[src/rtl/keypad_scanner_if.sv]
// Keypad scanner signal bundle: row/clear inputs and column drive, key event and
// digit-accumulator outputs.
interface keypad_scanner_if;
    logic [3:0]  row;
    logic        clr;
    logic [3:0]  col;
    logic [3:0]  key;
    logic        valid;
    logic        held;
    logic [31:0] val;
    logic [7:0]  en;

    modport master (
        output row, clr,
        input  col, key, valid, held, val, en
    );

    modport slave (
        input  row, clr,
        output col, key, valid, held, val, en
    );
endinterface

[src/rtl/keypad_scanner.sv]
// 4x4 matrix keypad scanner: column walk, ghost-rejecting full-scan decode,
// scan-level debounce and hex-digit accumulation for the seven-segment path.
module keypad_scanner #(
    parameter int SCAN_DIV  = 50000,
    parameter int DEB_SCANS = 4
) (
    input  logic            kpd_clk,
    input  logic            kpd_rst,
    keypad_scanner_if.slave keypad_scanner_port
);
    localparam int DIV_W = $clog2(SCAN_DIV);
    localparam int CNT_W = $clog2(DEB_SCANS + 1);
    localparam logic [DIV_W-1:0] DIV_LAST = DIV_W'(SCAN_DIV - 1);
    localparam logic [CNT_W-1:0] CNT_MAX  = CNT_W'(DEB_SCANS);

    // Indexed by {row, column}
    localparam logic [3:0] KEY_MAP [16] = '{
        4'h1, 4'h2, 4'h3, 4'hA,
        4'h4, 4'h5, 4'h6, 4'hB,
        4'h7, 4'h8, 4'h9, 4'hC,
        4'h0, 4'hF, 4'hE, 4'hD
    };

    typedef enum logic {IDLE, PRESSED} state_t;

    state_t           state;
    logic [3:0]       row_meta;
    logic [3:0]       row_sync;
    logic [DIV_W-1:0] div;
    logic [1:0]       idx;
    logic [1:0]       scan_n;
    logic [3:0]       scan_code;
    logic [1:0]       prev_n;
    logic [3:0]       prev_code;
    logic [CNT_W-1:0] stable_cnt;
    logic [3:0]       col_r;
    logic [3:0]       key_r;
    logic             valid_r;
    logic             held_r;
    logic [31:0]      val_r;
    logic [7:0]       en_r;

    logic [2:0]       col_n;
    logic [3:0]       col_code;
    logic             found;
    logic [2:0]       sum;
    logic [1:0]       merged_n;
    logic [3:0]       merged_code;
    logic [3:0]       res_code;
    logic [CNT_W-1:0] next_cnt;
    logic             sample;
    logic             scan_end;
    logic             stable;
    logic             press;
    logic             rel;

    // Key count per scan is tracked as 0, 1 or "many" so that a multi-key result
    // can be told apart from a release when deciding PRESSED -> IDLE.
    always_comb begin
        col_n    = '0;
        col_code = '0;
        found    = 1'b0;
        for (int unsigned r = 0; r < 4; r++) begin
            if (!row_sync[r]) begin
                col_n = col_n + 3'd1;
                if (!found) begin
                    col_code = KEY_MAP[{2'(r), idx}];
                    found    = 1'b1;
                end
            end
        end
        sum         = 3'(scan_n) + col_n;
        merged_n    = (sum >= 3'd2) ? 2'd2 : sum[1:0];
        merged_code = (scan_n == 2'd0) ? col_code : scan_code;
        res_code    = (merged_n == 2'd1) ? merged_code : 4'h0;
        if ((merged_n == prev_n) && (res_code == prev_code))
            next_cnt = (stable_cnt == CNT_MAX) ? CNT_MAX : stable_cnt + CNT_W'(1);
        else
            next_cnt = CNT_W'(1);
        sample   = (div == DIV_LAST);
        scan_end = sample && (idx == 2'd3);
        stable   = scan_end && (next_cnt == CNT_MAX);
        press    = stable && (state == IDLE) && (merged_n == 2'd1);
        rel      = stable && (state == PRESSED) && (merged_n == 2'd0);
    end

    always_ff @(posedge kpd_clk) begin
        if (kpd_rst) begin
            state      <= IDLE;
            row_meta   <= '1;
            row_sync   <= '1;
            div        <= '0;
            idx        <= '0;
            scan_n     <= '0;
            scan_code  <= '0;
            prev_n     <= '0;
            prev_code  <= '0;
            stable_cnt <= '0;
            col_r      <= 4'b1110;
            key_r      <= '0;
            valid_r    <= 1'b0;
            held_r     <= 1'b0;
            val_r      <= '0;
            en_r       <= '0;
        end else begin
            row_meta <= keypad_scanner_port.row;
            row_sync <= row_meta;
            valid_r  <= 1'b0;

            if (sample) begin
                div   <= '0;
                idx   <= idx + 2'd1;
                col_r <= ~(4'b0001 << (idx + 2'd1));
                if (scan_end) begin
                    scan_n     <= '0;
                    scan_code  <= '0;
                    prev_n     <= merged_n;
                    prev_code  <= res_code;
                    stable_cnt <= next_cnt;
                end else begin
                    scan_n    <= merged_n;
                    scan_code <= merged_code;
                end
            end else begin
                div <= div + DIV_W'(1);
            end

            // A clear coinciding with a press empties the history before the new digit enters.
            if (press) begin
                state   <= PRESSED;
                held_r  <= 1'b1;
                valid_r <= 1'b1;
                key_r   <= res_code;
                val_r   <= {(keypad_scanner_port.clr ? 28'h0 : val_r[27:0]), res_code};
                en_r    <= {(keypad_scanner_port.clr ? 7'h0 : en_r[6:0]), 1'b1};
            end else if (keypad_scanner_port.clr) begin
                val_r <= '0;
                en_r  <= '0;
            end

            if (rel) begin
                state  <= IDLE;
                held_r <= 1'b0;
            end
        end
    end

    assign keypad_scanner_port.col   = col_r;
    assign keypad_scanner_port.key   = key_r;
    assign keypad_scanner_port.valid = valid_r;
    assign keypad_scanner_port.held  = held_r;
    assign keypad_scanner_port.val   = val_r;
    assign keypad_scanner_port.en    = en_r;
endmodule

[src/flat_wrapper.sv]
// flat-port wrapper written by rule: the top's interface ports become plain ports
module keypad_scanner_flat 
#(
    parameter int SCAN_DIV  = 50000,
    parameter int DEB_SCANS = 4
)
  (kpd_clk, kpd_rst, keypad_scanner_port_row, keypad_scanner_port_clr, keypad_scanner_port_col, keypad_scanner_port_key, keypad_scanner_port_valid, keypad_scanner_port_held, keypad_scanner_port_val, keypad_scanner_port_en);
  keypad_scanner_if keypad_scanner_port_i ();
  input  logic kpd_clk;
  input  logic kpd_rst;
  input wire logic [$bits(keypad_scanner_port_i.row)-1:0] keypad_scanner_port_row;
  input wire logic [$bits(keypad_scanner_port_i.clr)-1:0] keypad_scanner_port_clr;
  output wire logic [$bits(keypad_scanner_port_i.col)-1:0] keypad_scanner_port_col;
  output wire logic [$bits(keypad_scanner_port_i.key)-1:0] keypad_scanner_port_key;
  output wire logic [$bits(keypad_scanner_port_i.valid)-1:0] keypad_scanner_port_valid;
  output wire logic [$bits(keypad_scanner_port_i.held)-1:0] keypad_scanner_port_held;
  output wire logic [$bits(keypad_scanner_port_i.val)-1:0] keypad_scanner_port_val;
  output wire logic [$bits(keypad_scanner_port_i.en)-1:0] keypad_scanner_port_en;
  assign keypad_scanner_port_i.row = keypad_scanner_port_row;
  assign keypad_scanner_port_i.clr = keypad_scanner_port_clr;
  assign keypad_scanner_port_col = keypad_scanner_port_i.col;
  assign keypad_scanner_port_key = keypad_scanner_port_i.key;
  assign keypad_scanner_port_valid = keypad_scanner_port_i.valid;
  assign keypad_scanner_port_held = keypad_scanner_port_i.held;
  assign keypad_scanner_port_val = keypad_scanner_port_i.val;
  assign keypad_scanner_port_en = keypad_scanner_port_i.en;
  keypad_scanner #(.SCAN_DIV(SCAN_DIV), .DEB_SCANS(DEB_SCANS)) u_core (.kpd_clk(kpd_clk), .kpd_rst(kpd_rst), .keypad_scanner_port(keypad_scanner_port_i));
endmodule
[config.mk]
export PLATFORM = sky130hd
export DESIGN_NAME = keypad_scanner_flat
export DESIGN_NICKNAME = d
export VERILOG_FILES = /design/src/rtl/keypad_scanner_if.sv /design/src/rtl/keypad_scanner.sv /design/src/flat_wrapper.sv
export SDC_FILE = /design/constraint.sdc
export NUM_CORES = 1
export LEC_CHECK = 0
export ABC_AREA = 1
export BUFFER_PORTS_ARGS = -buffer_cell sky130_fd_sc_hd__buf_2
export CAP_MARGIN = 20
export CORE_MARGIN = 4
export CORE_UTILIZATION = 40
export CTS_CLUSTER_DIAMETER = 100
export DETAILED_ROUTE_END_ITERATION = 8
export PLACE_DENSITY = 0.62
export SLEW_MARGIN = 20
export SYNTH_ARGS = -nofsm -noshare
export SYNTH_HDL_FRONTEND = slang
export SYNTH_SLANG_ARGS = --single-unit
[constraint.sdc]
create_clock -name kpd_clk -period 4.3 [get_ports kpd_clk]
set_input_delay 0.86 -clock kpd_clk [delete_from_list [all_inputs] [get_ports kpd_clk]]
set_output_delay 0.86 -clock kpd_clk [all_outputs]
set_load 0.03 [all_outputs]
==> impl_metrics.env <==
export IMPL_holdBufCountCts=0
export IMPL_grt_first_pass_wirelength_um=14400
export IMPL_fin_nets=639
export IMPL_register_area_um2=1820
export IMPL_rrSetupSlack_ns=0.48
export IMPL_cts_setup_buffers=0
export IMPL_yosysWarnings=0
export IMPL_finalCritPeriodShare=0.889
export IMPL_place_congestion=0.818
export IMPL_syn_area_per_cell_um2=7.30
export IMPL_synthesis_area_um2=4100
export IMPL_fmax_mhz=261
export IMPL_path_delay_family="simple AND/OR/NAND/NOR gates"
export IMPL_drv_cap=0
export IMPL_area_growth_pct=14.7
export IMPL_layout_drive_gt1_share=0.178
export IMPL_critPathMaxFanout=13
export IMPL_clkTransAtPathRegs_ns=0.10
export IMPL_h_tree_depth=3
export IMPL_yosys_cell_types_count=35
export IMPL_fp_dieH_um=109
export IMPL_drv_slew=0
export IMPL_fillerInstances=984
export IMPL_muxShareOfSynthArea=0
export IMPL_outcome="complete, no violations"
export IMPL_fin_crit_ns=3.82
export IMPL_grt_max_degree=37
export IMPL_clkLatencyLatePin_ns=0.37
export IMPL_cp_slowest_cell="fa_1"
export IMPL_cp_slowest_stage_delay_ns=0.44
export IMPL_cp_depth=23
export IMPL_r2r_cells=23
export IMPL_vias=3492
export IMPL_antennaDiodeCount=0
export IMPL_startpoint="u_core.row_sync[0]"
export IMPL_stdcell_count=755
export IMPL_grt_ovfl_total=0
export IMPL_antenna_found_initial=0
export IMPL_synth_seq_cells=91
export IMPL_placed_cells=737
export IMPL_grt_pass1_vias=3158
export IMPL_grtUsageTotal=0.150
export IMPL_peakVddDrop_v=0.000155
export IMPL_cts_tree="done"
export IMPL_synth_compound_area_frac=0.123
export IMPL_clock_sinks=91
export IMPL_drt_iter0_drc=122
export IMPL_dieArea_um2=11900
export IMPL_p_leak_uw=0.00221
export IMPL_hold_path_class="reg -> reg"
export IMPL_dp_hpwl_um=6110
export IMPL_clockBufferDepth=2
export IMPL_wl_per_cell_um=11.3
export IMPL_numPortBuffers=56
export IMPL_synth_top_family_by_area="simple AND/OR/NAND/NOR gates"
export IMPL_cts_inserted_buffers=9
export IMPL_core_um2=9860
export IMPL_rsz0062_at_grt="false"
export IMPL_drt_total_wl_um=8510
export IMPL_synth_xor_area_frac=0.00855
export IMPL_endpoint="u_core.keypad_scanner_port.val[6]"
export IMPL_path_class="reg -> reg"
export IMPL_start_kind="register"
export IMPL_hold_viol=0
export IMPL_drt_first_pass_iters=4
export IMPL_tightest_slew_ns=0.831
export IMPL_synth_cells=561
export IMPL_cts_resized=0
export IMPL_crit_path_end_kind="register"
export IMPL_drtAntennaViolNets=0
export IMPL_synthSimpleGateAreaFrac=0.280
export IMPL_synthAdderAreaFrac=0.0476
export IMPL_route_detailed_drc=0
export IMPL_std_cell_rows=36
export IMPL_cts_root_buffer="clkbuf_8"
export IMPL_synth_fp_nets=583
export IMPL_die_w_um=109
export IMPL_skew_ns=0.0177
export IMPL_seq_area_frac_synth=0.445
export IMPL_hold_depth=1
export IMPL_boundaryPins=57
export IMPL_worstPathRequired_ns=4.61
export IMPL_power_density_nw_per_um2=323
export IMPL_r2r_end="u_core.keypad_scanner_port.val[6]"
export IMPL_multiInputGateArea_um2=1880
export IMPL_finalSetupTns_ns=0
export IMPL_setup_violations_final=0
export IMPL_slew_headroom=0.444
export IMPL_path_cells="inv_1 > ha_1 > xnor2_1 > ha_1 > nand2_1 > o21ai_0 > fa_1 > inv_1 > nand3_2 > nand3_1 > nand3_2 > nor2_4 > nand2_1 > nand2_1 > nand2_1 > nor2_2 > nand2_1 > inv_2 > nand3_1 > nor2_4 > buf_12 > a21oi_1 > nor2_1"
export IMPL_r2r_start="u_core.row_sync[0]"
export IMPL_path_buf_inv=4
export IMPL_arrival_ns=4.14
export IMPL_cpMostUsedCell="nand2_1"
export IMPL_initial_core_util=0.415
export IMPL_via_per_inst=4.63
-- how the worst min path moves through the flow --
stage | start | slack, ns | end
2_1_floorplan | u_core.row_meta[0] | 0.39 | u_core.row_sync[0]
3_3_place_gp | u_core.row_meta[3] | 0.39 | u_core.row_sync[3]
3_5_place_dp | u_core.row_meta[1] | 0.39 | u_core.row_sync[1]
4_1_cts | u_core.row_meta[1] | 0.42 | u_core.row_sync[1]
5_1_grt | u_core.row_meta[3] | 0.44 | u_core.row_sync[3]
6_report | u_core.row_meta[1] | 0.42 | u_core.row_sync[1]
-- synth_stat cells --
| cell type | count | share of area |
|---|---|---|
| nand2_1 | 103 | 0.094 |
| dfxtp_1 | 91 | 0.44 |
| inv_2 | 6 | 0.0055 |
| clkbuf_1 | 10 | 0.0092 |
| buf_2 | 3 | 0.0037 |
| fa_1 | 1 | 0.0049 |
| nand4_2 | 1 | 0.0031 |
| nand3_2 | 4 | 0.0098 |
| a21oi_1 | 46 | 0.056 |
| o21ai_2 | 1 | 0.0021 |
| o22ai_1 | 1 | 0.0015 |
| a21oi_2 | 2 | 0.0043 |
| nor3b_1 | 1 | 0.0018 |
| nor2_4 | 3 | 0.0082 |
| xor2_1 | 3 | 0.0064 |
| o21ai_1 | 19 | 0.023 |
| nand3b_1 | 5 | 0.0092 |
| xnor2_1 | 1 | 0.0021 |
| nand3_1 | 32 | 0.039 |
| clkinv_1 | 1 | 0.00092 |
| nand4_1 | 2 | 0.0031 |
| nor2_1 | 82 | 0.075 |
| inv_1 | 70 | 0.064 |
| or2_2 | 9 | 0.014 |
| nor2_2 | 2 | 0.0031 |
| nor4_1 | 1 | 0.0015 |
| buf_6 | 4 | 0.011 |
| nor3_1 | 7 | 0.0085 |
| ha_1 | 14 | 0.043 |
| and3_1 | 2 | 0.0031 |
| o21ai_0 | 28 | 0.034 |
| buf_4 | 1 | 0.0018 |
| o211ai_1 | 1 | 0.0018 |
| nand2_2 | 3 | 0.0046 |
| and2_1 | 1 | 0.0015 |
-- sequential cells by signal (all words and copies together), names as in the netlist --
register	flops
u_core.div	16
u_core.idx	2
u_core.prev_code	4
u_core.keypad_scanner_port.en	8
u_core.scan_n	2
u_core.keypad_scanner_port.held	1
u_core.keypad_scanner_port.col	4
u_core.stable_cnt	3
u_core.keypad_scanner_port.valid	1
u_core.scan_code	4
u_core.row_meta	4
u_core.keypad_scanner_port.val	32
u_core.row_sync	4
u_core.prev_n	2
u_core.keypad_scanner_port.key	4
-- stage by stage --
| stage | cell area [µm²] | total power (µW) | hold WS, ns | setup WS [ns] | util |
|---|---|---|---|---|---|
| after floorplan | 4100 | 941 | 0.389 | 0.785 | - |
| after global placement | 4480 | 963 | 0.394 | 0.514 | 0.454 |
| after detailed placement | 4480 | 966 | 0.394 | 0.315 | 0.454 |
| after CTS | 4670 | 1540 | 0.419 | 0.282 | 0.473 |
| after global routing | 4700 | 1590 | 0.436 | 0.00706 | 0.476 |
| final | 4700 | 1520 | 0.416 | 0.476 | 0.476 |
-- kinds of logic (layout without fill, tap and decap cells) --
family          count (synthesis)  in the layout
simple gates                  258            258
compound gates                 98             98
buf+inv                        95            156
flops                          91             91
fa+ha+maj                      15             15
xor+xnor                        4              4
-- layout by cell type (no fill, tap or decap), types with 2 or more instances in the layout --
master	instances
inv_6	2
inv_8	3
nand3_1	32
inv_2	6
nor2_2	3
nor2_4	3
buf_2	56
nand3_2	4
a21oi_1	46
or2_2	9
nor2_1	81
inv_1	70
o21ai_1	19
nor3_1	7
nand4_1	2
xor2_1	3
o21ai_0	28
a21oi_2	2
ha_1	14
and3_1	2
nand2_1	103
buf_4	6
dfxtp_1	91
nand2_2	3
nand3b_1	5
clkbuf_8	9
-- final cells by class --
cell class | instances | area share
clock buffer | 9 | 0.0264
inverter | 77 | 0.0615
clock inverter | 7 | 0.0144
multi-input combinational | 375 | 0.401
timing repair buffer | 63 | 0.0735
sequential | 91 | 0.388
tap | 133 | 0.0354
-- routing by layer --
layer  vias to the layer above  wire [µm]  part of all wire  GRT usage
li1                       1888          -                 -          -
met1                      1553       4060              0.48      0.189
met2                        44       4070              0.48      0.252
met3                         7        280             0.033     0.0426
met4                         0         97             0.011     0.0419
met5                         -          0                 0          0
-- power breakdown --
part / leakage (µW) / internal [µW] / switching, µW
Sequential: 0.000735 / 848 / 3.53
Combinational: 0.00138 / 29.7 / 64.8
Clock: 0.0000962 / 227 / 343
Total: 0.00221 / 1110 / 412
-- worst reg2reg max path, stage by stage (launching register included) --
cell	delay [ns]
dfxtp_1	0.38
inv_1	0.10
ha_1	0.34
xnor2_1	0.23
ha_1	0.27
nand2_1	0.06
o21ai_0	0.10
fa_1	0.44
inv_1	0.09
nand3_2	0.08
nand3_1	0.11
nand3_2	0.14
nor2_4	0.20
nand2_1	0.10
nand2_1	0.06
nand2_1	0.05
nor2_2	0.17
nand2_1	0.08
inv_2	0.06
nand3_1	0.11
nor2_4	0.26
buf_12	0.17
a21oi_1	0.07
nor2_1	0.10
Power figures use the tool's default switching activity.
